$ cat config.mk
export PLATFORM = sky130hd
export DESIGN_NAME = xl_link_ctrl
export DESIGN_NICKNAME = d
export VERILOG_FILES = /design/src/rtl/xl_link_ctrl.sv
export SDC_FILE = /design/constraint.sdc
export NUM_CORES = 1
export LEC_CHECK = 0
export ABC_CLOCK_PERIOD_IN_PS = 2700
export CAP_MARGIN = 0
export CORE_UTILIZATION = 55
export DETAILED_ROUTE_END_ITERATION = 7
export PLACE_DENSITY = 0.77
export SLEW_MARGIN = 40
export SYNTH_ARGS = -nofsm -noshare
export SYNTH_HDL_FRONTEND = slang
export SYNTH_SLANG_ARGS = --single-unit
$ cat constraint.sdc
create_clock -name clk -period 2.7 [get_ports clk]
set_input_delay 0.405 -clock clk [delete_from_list [all_inputs] [get_ports clk]]
set_output_delay 0.405 -clock clk [all_outputs]
set_load 0.01 [all_outputs]
$ cat src/rtl/xl_link_ctrl.sv
// Link bring-up sequencer: frames a test pattern onto the detector check line
// and scores the detector's flag pulses over a programmable number of frames.
module xl_link_ctrl #(
  parameter logic [7:0]  PAT     = 8'b0010_0010,
  parameter int unsigned PAT_LEN = 8,
  parameter int unsigned GUARD   = 4,
  parameter int unsigned TIMEOUT = 8
) (
  input  logic       clk,
  input  logic       rst,
  input  logic       start,
  input  logic [3:0] n_frames,
  input  logic       flag_in,
  output logic       ser_out,
  output logic       busy,
  output logic       done,
  output logic       pass,
  output logic       err,
  output logic [3:0] hit_cnt
);

  typedef enum logic [2:0] {
    S_IDLE  = 3'd0,
    S_GUARD = 3'd1,
    S_SEND  = 3'd2,
    S_WAIT  = 3'd3,
    S_DONE  = 3'd4
  } state_t;

  localparam logic [7:0] GUARD_LD = 8'(GUARD - 1);
  localparam logic [7:0] TMO_LD   = 8'(TIMEOUT - 1);
  localparam logic [2:0] LAST_IDX = 3'(8 - PAT_LEN);

  state_t     state_r, state_s;
  logic [2:0] bit_idx_r, bit_idx_s;
  logic [7:0] tmo_r, tmo_s;     // shared down-counter for GUARD and WAIT
  logic [3:0] frm_r, frm_s;     // frames remaining
  logic [3:0] nfr_r, nfr_s;     // frames requested, kept for scoring
  logic [3:0] hit_s;
  logic       err_s, pass_s, ser_s, busy_s, done_s;

  // Next-state, counter and output-value decode
  always_comb begin
    state_s   = state_r;
    bit_idx_s = bit_idx_r;
    tmo_s     = tmo_r;
    frm_s     = frm_r;
    nfr_s     = nfr_r;
    hit_s     = hit_cnt;
    err_s     = err;
    pass_s    = pass;
    case (state_r)
      S_IDLE: begin
        if (start) begin
          nfr_s   = (n_frames == 4'd0) ? 4'd1 : n_frames;
          frm_s   = (n_frames == 4'd0) ? 4'd1 : n_frames;
          hit_s   = 4'd0;
          err_s   = 1'b0;
          pass_s  = 1'b0;
          tmo_s   = GUARD_LD;
          state_s = S_GUARD;
        end else begin
          state_s = S_IDLE;
        end
      end
      S_GUARD: begin
        err_s = err | flag_in;
        if (tmo_r == 8'd0) begin
          bit_idx_s = 3'd7;
          state_s   = S_SEND;
        end else begin
          tmo_s = tmo_r - 8'd1;
        end
      end
      S_SEND: begin
        err_s = err | flag_in;
        if (bit_idx_r == LAST_IDX) begin
          tmo_s   = TMO_LD;
          state_s = S_WAIT;
        end else begin
          bit_idx_s = bit_idx_r - 3'd1;
        end
      end
      S_WAIT: begin
        // a flag on the expiring cycle still counts as a hit
        if (flag_in || (tmo_r == 8'd0)) begin
          if (flag_in && (hit_cnt != 4'd15)) begin
            hit_s = hit_cnt + 4'd1;
          end else begin
            hit_s = hit_cnt;
          end
          frm_s = frm_r - 4'd1;
          if (frm_r == 4'd1) begin
            pass_s  = (hit_s == nfr_r) && !err;
            state_s = S_DONE;
          end else begin
            tmo_s   = GUARD_LD;
            state_s = S_GUARD;
          end
        end else begin
          tmo_s = tmo_r - 8'd1;
        end
      end
      S_DONE: begin
        state_s = S_IDLE;
      end
      default: begin
        state_s = S_IDLE;
      end
    endcase
    ser_s  = (state_s == S_SEND) ? PAT[bit_idx_s] : 1'b1;
    busy_s = (state_s != S_IDLE);
    done_s = (state_s == S_DONE);
  end

  // State, counters and registered outputs
  always_ff @(posedge clk or posedge rst) begin
    if (rst) begin
      state_r   <= S_IDLE;
      bit_idx_r <= 3'd7;
      tmo_r     <= 8'd0;
      frm_r     <= 4'd0;
      nfr_r     <= 4'd0;
      ser_out   <= 1'b1;
      busy      <= 1'b0;
      done      <= 1'b0;
      pass      <= 1'b0;
      err       <= 1'b0;
      hit_cnt   <= 4'd0;
    end else begin
      state_r   <= state_s;
      bit_idx_r <= bit_idx_s;
      tmo_r     <= tmo_s;
      frm_r     <= frm_s;
      nfr_r     <= nfr_s;
      ser_out   <= ser_s;
      busy      <= busy_s;
      done      <= done_s;
      pass      <= pass_s;
      err       <= err_s;
      hit_cnt   <= hit_s;
    end
  end

endmodule

==> results of run 1 <==
how the worst max path moves through the flow:
stage / endpoint / slack [ns] / cells after the start
2_1_floorplan: tmo_r[6] / 0.72 / 8
3_3_place_gp: pass / 0.43 / 6
3_5_place_dp: tmo_r[5] / 0.39 / 5
4_1_cts: tmo_r[1] / 0.44 / 5
5_1_grt: tmo_r[1] / 0.26 / 5
6_report: tmo_r[1] / 0.44 / 5
placed cells by master (no fill, tap or decap), types with 4 or more instances in the layout:
master / instances
dfrtp_1: 27
o21a_1: 4
nand3_1: 6
o21ai_0: 13
clkdlybuf4s50_1: 16
nand2_1: 15
nor2_1: 11
a31oi_1: 4
dfstp_2: 4
clkbuf_4: 5
inv_1: 16
ha_1: 7
a21oi_1: 9
metrics by stage:
stage | power (W) | setup slack (ns) | utilization, % | cell area (um2)
after global routing | 0.00229 | 0.261 | 66.2 | 2020
after global placement | 0.00180 | 0.434 | 64.5 | 1970
after detailed placement | 0.00185 | 0.395 | 64.5 | 1970
after floorplan | 0.00160 | 0.721 | - | 1780
after CTS | 0.00211 | 0.438 | 66.2 | 2020
final | 0.00211 | 0.437 | 66.2 | 2020
worst reg2reg max path: stages, from the launching register on:
cell     delay [ns]
dfrtp_1        0.51
nor3b_1        0.46
o21ai_1        0.27
nand3_1        0.29
or2_1          0.25
mux2_1         0.35
power groups by stage:
stage / sequential (W) / combinational [W] / clock [W]
floorplan: 0.000811 / 0.000788 / 0
global placement: 0.000852 / 0.000948 / 0
detailed placement: 0.000862 / 0.000984 / 0
CTS: 0.000851 / 0.000994 / 0.000269
global route: 0.000882 / 0.00112 / 0.000286
finish: 0.000853 / 0.000995 / 0.000259
state kept, by name, summed over array words and instances, names as in the netlist:
register   count
hit_cnt        4
pass           1
state_r        3
err            1
ser_out        1
frm_r          4
bit_idx_r      3
busy           1
nfr_r          4
tmo_r          8
done           1
metal layers:
metal | share of wire, % | up-vias | track usage [%]
li1 | - | 705 | -
met1 | 50 | 680 | 33.4
met2 | 46 | 25 | 34.9
met3 | 3.7 | 5 | 7.47
met4 | 1.0 | 0 | 10.5
met5 | 0 | - | 0
layout make-up:
type / instances / area, um2 / area share, %
Multi-Input combinational cell: 130 / 900 / 44.5
Sequential cell: 31 / 781 / 38.6
Timing Repair Buffer: 18 / 175 / 8.67
Inverter: 16 / 60.1 / 2.97
Tap cell: 44 / 55.1 / 2.72
Clock buffer: 7 / 45.0 / 2.23
Clock inverter: 1 / 5.00 / 0.248
cell families after synthesis:
group	count (synthesis)
AOI/OAI and AO/OA	54
xor gates and xnor gates	5
adders and majority gates	7
buffers and inverters	23
DFF	31
muxes	5
and+or+nand+nor	59
==> results.py, run 1 <==
metrics = {
    "synth": {
        "synthSimpleGateAreaFrac_pct": 18.8,
        "yosysTopAreaCellShare_pct": 37.9,
        "synth_area_per_cell_um2": 9.70,
        "synth_compound_area_share_pct": 21.2,
        "synth.area.top_cells": "dfrtp_1 (38%), dfstp_2 (5.9%), ha_1 (4.9%)",
        "ys_seq_elements": 31,
        "yosys_warnings": 0,
        "synth_xor_area_share_pct": 2.45,
        "synthMostInstantiatedCell": "dfrtp_1",
        "synth_top_family_by_area": "compound AO/OA/AOI/OAI gates",
        "synthesis.nets": 199,
        "ys_seq_area_share_pct": 43.8,
        "synth-edff-count": 0,
        "syn_inst": 184,
        "syn-cell-area_mm2": 0.00178,
        "ys.flop_type": "dfrtp_1",
        "synth-async-reset-ratio_pct": 100,
        "synthAdderAreaFrac_pct": 4.91,
        "yosysTopAreaCell": "dfrtp_1",
        "yosysUniqueCellTypes": 51,
        "synth_common_cells": "dfrtp_1 (27), inv_1 (16), nand2_1 (15), o21ai_0 (13), nor2_1 (11)",
        "yosys-mux-area-fraction_pct": 3.02,
    },
    "detailed_routing": {
        "drt_iter0_drc": 66,
        "wire_per_inst_um": 14.3,
        "drc": 0,
        "vias_per_cell": 5.73,
        "wirelength_um": 3530,
        "ant_nets": 0,
        "vias": 1415,
        "firstDrtPassIters": 4,
    },
    "floorplanning": {
        "fp.dieArea_mm2": 0.00348,
        "rows": 20,
        "die_w_um": 59.0,
        "ioPinCount": 17,
        "fp.dieH_um": 59.0,
        "initial_utilization_pct": 58.4,
        "fp.coreArea_mm2": 0.00305,
    },
    "timing": {
        "setup_viol": 0,
        "post-route-min-period_ns": 2.26,
        "finalCritPeriodShare_pct": 83.8,
        "fin_skew_ns": 0.0214,
        "whs_ns": 0.442,
        "final_max_slew_viol_count": 0,
        "relSlewSlack_pct": 62.5,
        "finalHoldViolCount": 0,
        "worst_pin_slew_ns": 0.559,
        "rsz0062_at_grt": "no",
        "finalSetupTns_ns": 0,
        "max_freq_mhz": 442,
    },
    "power_and_ir_drop": {
        "power_switching_w": 0.000887,
        "p_clk_share_pct": 12.3,
        "switching_share_pct": 42.1,
        "irDropWorstVdd_v": 0.000556,
        "p_int_w": 0.00122,
        "power_density_mw_per_mm2": 1040,
        "comb_power_share_pct": 47.2,
        "leakage_nw": 0.888,
        "power_frac_seq_pct": 40.5,
    },
    "clocking": {
        "clk_pin_slew_ns": 0.11,
        "cts-resized-gates": 0,
        "cts_max_level": 2,
        "numCtsBuffers": 5,
        "cts_tree": "yes",
        "cts_buffer_depth": 2,
        "clkLatencyLatePin_ns": 0.34,
        "cts.sinks": 31,
        "root_buffer": "clkbuf_4",
        "ctsHoldBuffers": 0,
        "post-cts-setup-buffers": 0,
    },
    "cells_and_area": {
        "insertedDiodeCount": 0,
        "stdcell_count": 247,
        "fillers": 266,
        "area_delta_synth_final_pct": 13.3,
        "layout.nets": 217,
        "drive_gt1_share_pct": 10.3,
    },
    "setup_path": {
        "endpoint_kind": "register",
        "critical-path-slowest-cell": "dfrtp_1",
        "cp_num_buf_inv": 0,
        "r2r-start": "state_r[1]",
        "path_max_fanout": 9,
        "worstPathRequired_ns": 2.91,
        "rrSetupSlack_ns": 0.44,
        "reg2reg_to": "tmo_r[1]",
        "worstPathArrival_ns": 2.47,
        "ff2ff_path_depth": 5,
        "criticalPathCategory": "reg2reg",
        "cp_top_family": "simple AND/OR/NAND/NOR gates",
        "critPathLaunchType": "register",
        "cpPeakStageDelay_ns": 0.51,
        "critPathLaunch": "state_r[1]",
        "critical_path.cell_chain": "nor3b_1 -> o21ai_1 -> nand3_1 -> or2_1 -> mux2_1",
    },
    "place": {
        "numPortBuffers": 16,
        "routabilityCongestion": 0.849,
        "placed_cells": 239,
        "hpwlAfterDp_um": 2560,
    },
    "global_routing": {
        "track_usage_pct": 24.2,
        "grt_pass1_wl_um": 6090,
        "first_global_vias": 1341,
        "antenna_found_initial": 0,
        "grt_start_max_net_pins": 32,
        "gr-total-overflow": 0,
    },
    "min_path": {
        "worstHoldPathType": "in2async",
    },
    "status": {
        "outcome": "complete, no violations",
    },
    "flow_run": {
        "max-cap-violations": 0,
    },
}
Power figures use the tool's default switching activity.
==> run 2: changes to the inputs <==
--- a/config.mk
+++ b/config.mk
@@ -5,7 +5,7 @@
 export SDC_FILE = /design/constraint.sdc
 export NUM_CORES = 1
 export LEC_CHECK = 0
-export ABC_CLOCK_PERIOD_IN_PS = 2700
+export ABC_CLOCK_PERIOD_IN_PS = 2100
 export CAP_MARGIN = 0
 export CORE_UTILIZATION = 55
 export DETAILED_ROUTE_END_ITERATION = 7
==> constraint.sdc (replaced) <==
create_clock -name clk -period 2.1 [get_ports clk]
set_input_delay 0.315 -clock clk [delete_from_list [all_inputs] [get_ports clk]]
set_output_delay 0.315 -clock clk [all_outputs]
set_load 0.01 [all_outputs]
==> run 2 against run 1 <==
  * Maximum frequency is 13% higher
  * Worst hold slack worse by 0.10 ns
  * Flip-flop and latch count stayed put
  * Die area stayed put
  * Final area is 7.4% higher
  * Power is 42% higher
  * Sequential share of layout area is 2.7 points lower
  * Via count is 6.2% higher
  * Combinational power is 42% higher
  * Critical path type unchanged
  * Critical endpoint is now tmo_r[4]
  * Largest cell class unchanged
==> results.py, run 2 (same netlist as run 1, synthesis figures left out) <==
metrics = {
    "floorplanning": {
        "fp.dieArea_mm2": 0.00348,
        "die_w_um": 59.0,
        "initial_utilization_pct": 58.4,
        "fp.dieH_um": 59.0,
        "rows": 20,
        "ioPinCount": 17,
        "fp.coreArea_mm2": 0.00305,
    },
    "global_routing": {
        "grt_pass1_wl_um": 6180,
        "antenna_found_initial": 0,
        "grt_start_max_net_pins": 32,
        "first_global_vias": 1389,
        "track_usage_pct": 24.1,
        "gr-total-overflow": 0,
    },
    "setup_path": {
        "endpoint_kind": "register",
        "cpPeakStageDelay_ns": 0.46,
        "critical_path.cell_chain": "nor4_4 -> a31o_4 -> a21boi_2 -> buf_4 -> a211o_1 -> a32o_1",
        "critPathLaunchType": "register",
        "worstPathArrival_ns": 2.23,
        "criticalPathCategory": "reg2reg",
        "critical-path-slowest-cell": "dfrtp_1",
        "cp_top_family": "compound AO/OA/AOI/OAI gates",
        "worstPathRequired_ns": 2.34,
        "path_max_fanout": 7,
        "cp_num_buf_inv": 1,
    },
    "timing": {
        "fin_skew_ns": 0.0137,
        "relSlewSlack_pct": 60.4,
        "finalCritPeriodShare_pct": 95.0,
        "post-route-min-period_ns": 2.00,
        "max_freq_mhz": 501,
        "final_max_slew_viol_count": 0,
        "setup_viol": 0,
        "whs_ns": 0.337,
        "finalHoldViolCount": 0,
        "worst_pin_slew_ns": 0.591,
        "rsz0062_at_grt": "no",
        "finalSetupTns_ns": 0,
    },
    "clocking": {
        "numCtsBuffers": 5,
        "root_buffer": "clkbuf_4",
        "cts_tree": "yes",
        "cts.sinks": 31,
        "ctsHoldBuffers": 0,
        "cts_buffer_depth": 2,
        "clkLatencyLatePin_ns": 0.35,
        "cts_max_level": 2,
        "clk_pin_slew_ns": 0.11,
        "post-cts-setup-buffers": 0,
        "cts-resized-gates": 0,
    },
    "detailed_routing": {
        "drc": 0,
        "drt_iter0_drc": 92,
        "ant_nets": 0,
        "wire_per_inst_um": 13.8,
        "firstDrtPassIters": 5,
        "vias": 1503,
        "wirelength_um": 3600,
        "vias_per_cell": 5.74,
    },
    "cells_and_area": {
        "insertedDiodeCount": 0,
        "fillers": 258,
        "regMostFlops": "tmo_r",
        "layout.nets": 232,
        "drive_gt1_share_pct": 17.4,
        "area_delta_synth_final_pct": 21.6,
        "layout_commonest_cell": "dfrtp_1",
        "most-common-layout-cells": "dfrtp_1 (27), buf_4 (17), inv_1 (16), clkdlybuf4s50_1 (16), nand2_1 (15)",
        "multi_input_area_um2": 900,
        "seq_area_um2": 781,
        "final_util_pct": 71.1,
        "largest_register_ffs": 8,
    },
    "power_and_ir_drop": {
        "leakage_nw": 0.982,
        "p_total_w": 0.00299,
        "power_density_mw_per_mm2": 1380,
        "irDropWorstVdd_v": 0.000728,
    },
    "place": {
        "numPortBuffers": 16,
        "routabilityCongestion": 0.843,
        "hpwlAfterDp_um": 2710,
    },
    "status": {
        "outcome": "complete, no violations",
    },
    "flow_run": {
        "max-cap-violations": 0,
    },
    "min_path": {
        "worstHoldPathType": "in2async",
    },
}
[run 2: cell count changes in the layout (fill, tap and decap cells not counted)]
| cell | delta |
|---|---|
| buf_4 | +15 |
| clkbuf_1 | -2 |
| bufinv_16 | +1 |
| clkbuf_8 | +1 |
[run 2: final cells by class]
type | count | share of cell area [%]
Multi-Input combinational cell | 130 | 41.5
Sequential cell | 31 | 36.0
Timing Repair Buffer | 33 | 13.3
Inverter | 16 | 2.77
Tap cell | 44 | 2.54
Clock buffer | 6 | 2.36
Clock inverter | 2 | 1.61
[run 2: final timing paths]
path,end,start,slack [ns],cells past startpoint
worst min register to register,bit_idx_r[2],bit_idx_r[2],0.51,2
worst max-delay path,tmo_r[4],tmo_r[3],0.10,6
min in group clk,bit_idx_r[2],bit_idx_r[2],0.51,2
worst min-delay path,frm_r[0],rst,0.34,3
worst max register to register,tmo_r[4],tmo_r[3],0.10,6
max in group asynchronous,ser_out,rst,1.44,3
[run 2: metal layers]
layer | GRT usage, % | vias up | share of wire (%)
met5 | 0 | - | 0
met4 | 8.50 | 0 | 1.5
met3 | 6.59 | 6 | 4.0
met2 | 38.5 | 32 | 47
met1 | 31.3 | 732 | 48
li1 | - | 733 | -
[run 2: metrics by stage]
step / instance area, um2 / cells / worst slack [ns]
detailed placement: 2080 / 254 / 0.0509
global placement: 2080 / 254 / 0.0794
CTS: 2170 / 262 / 0.120
finish: 2170 / 262 / 0.104
global route: 2170 / 262 / 0.000370
floorplan: 1780 / 184 / 0.121
[run 2: worst min-delay path, cell delays in order]
cell and delay (ns):
clkdlybuf4s50_1 0.40, inv_1 0.05, buf_4 0.34
[run 2: where the power goes]
group,internal (W),switching [W]
logic,0.000693,0.000715
registers,0.000845,0.000238
clock network,0.000281,0.000217
total,0.00182,0.00117
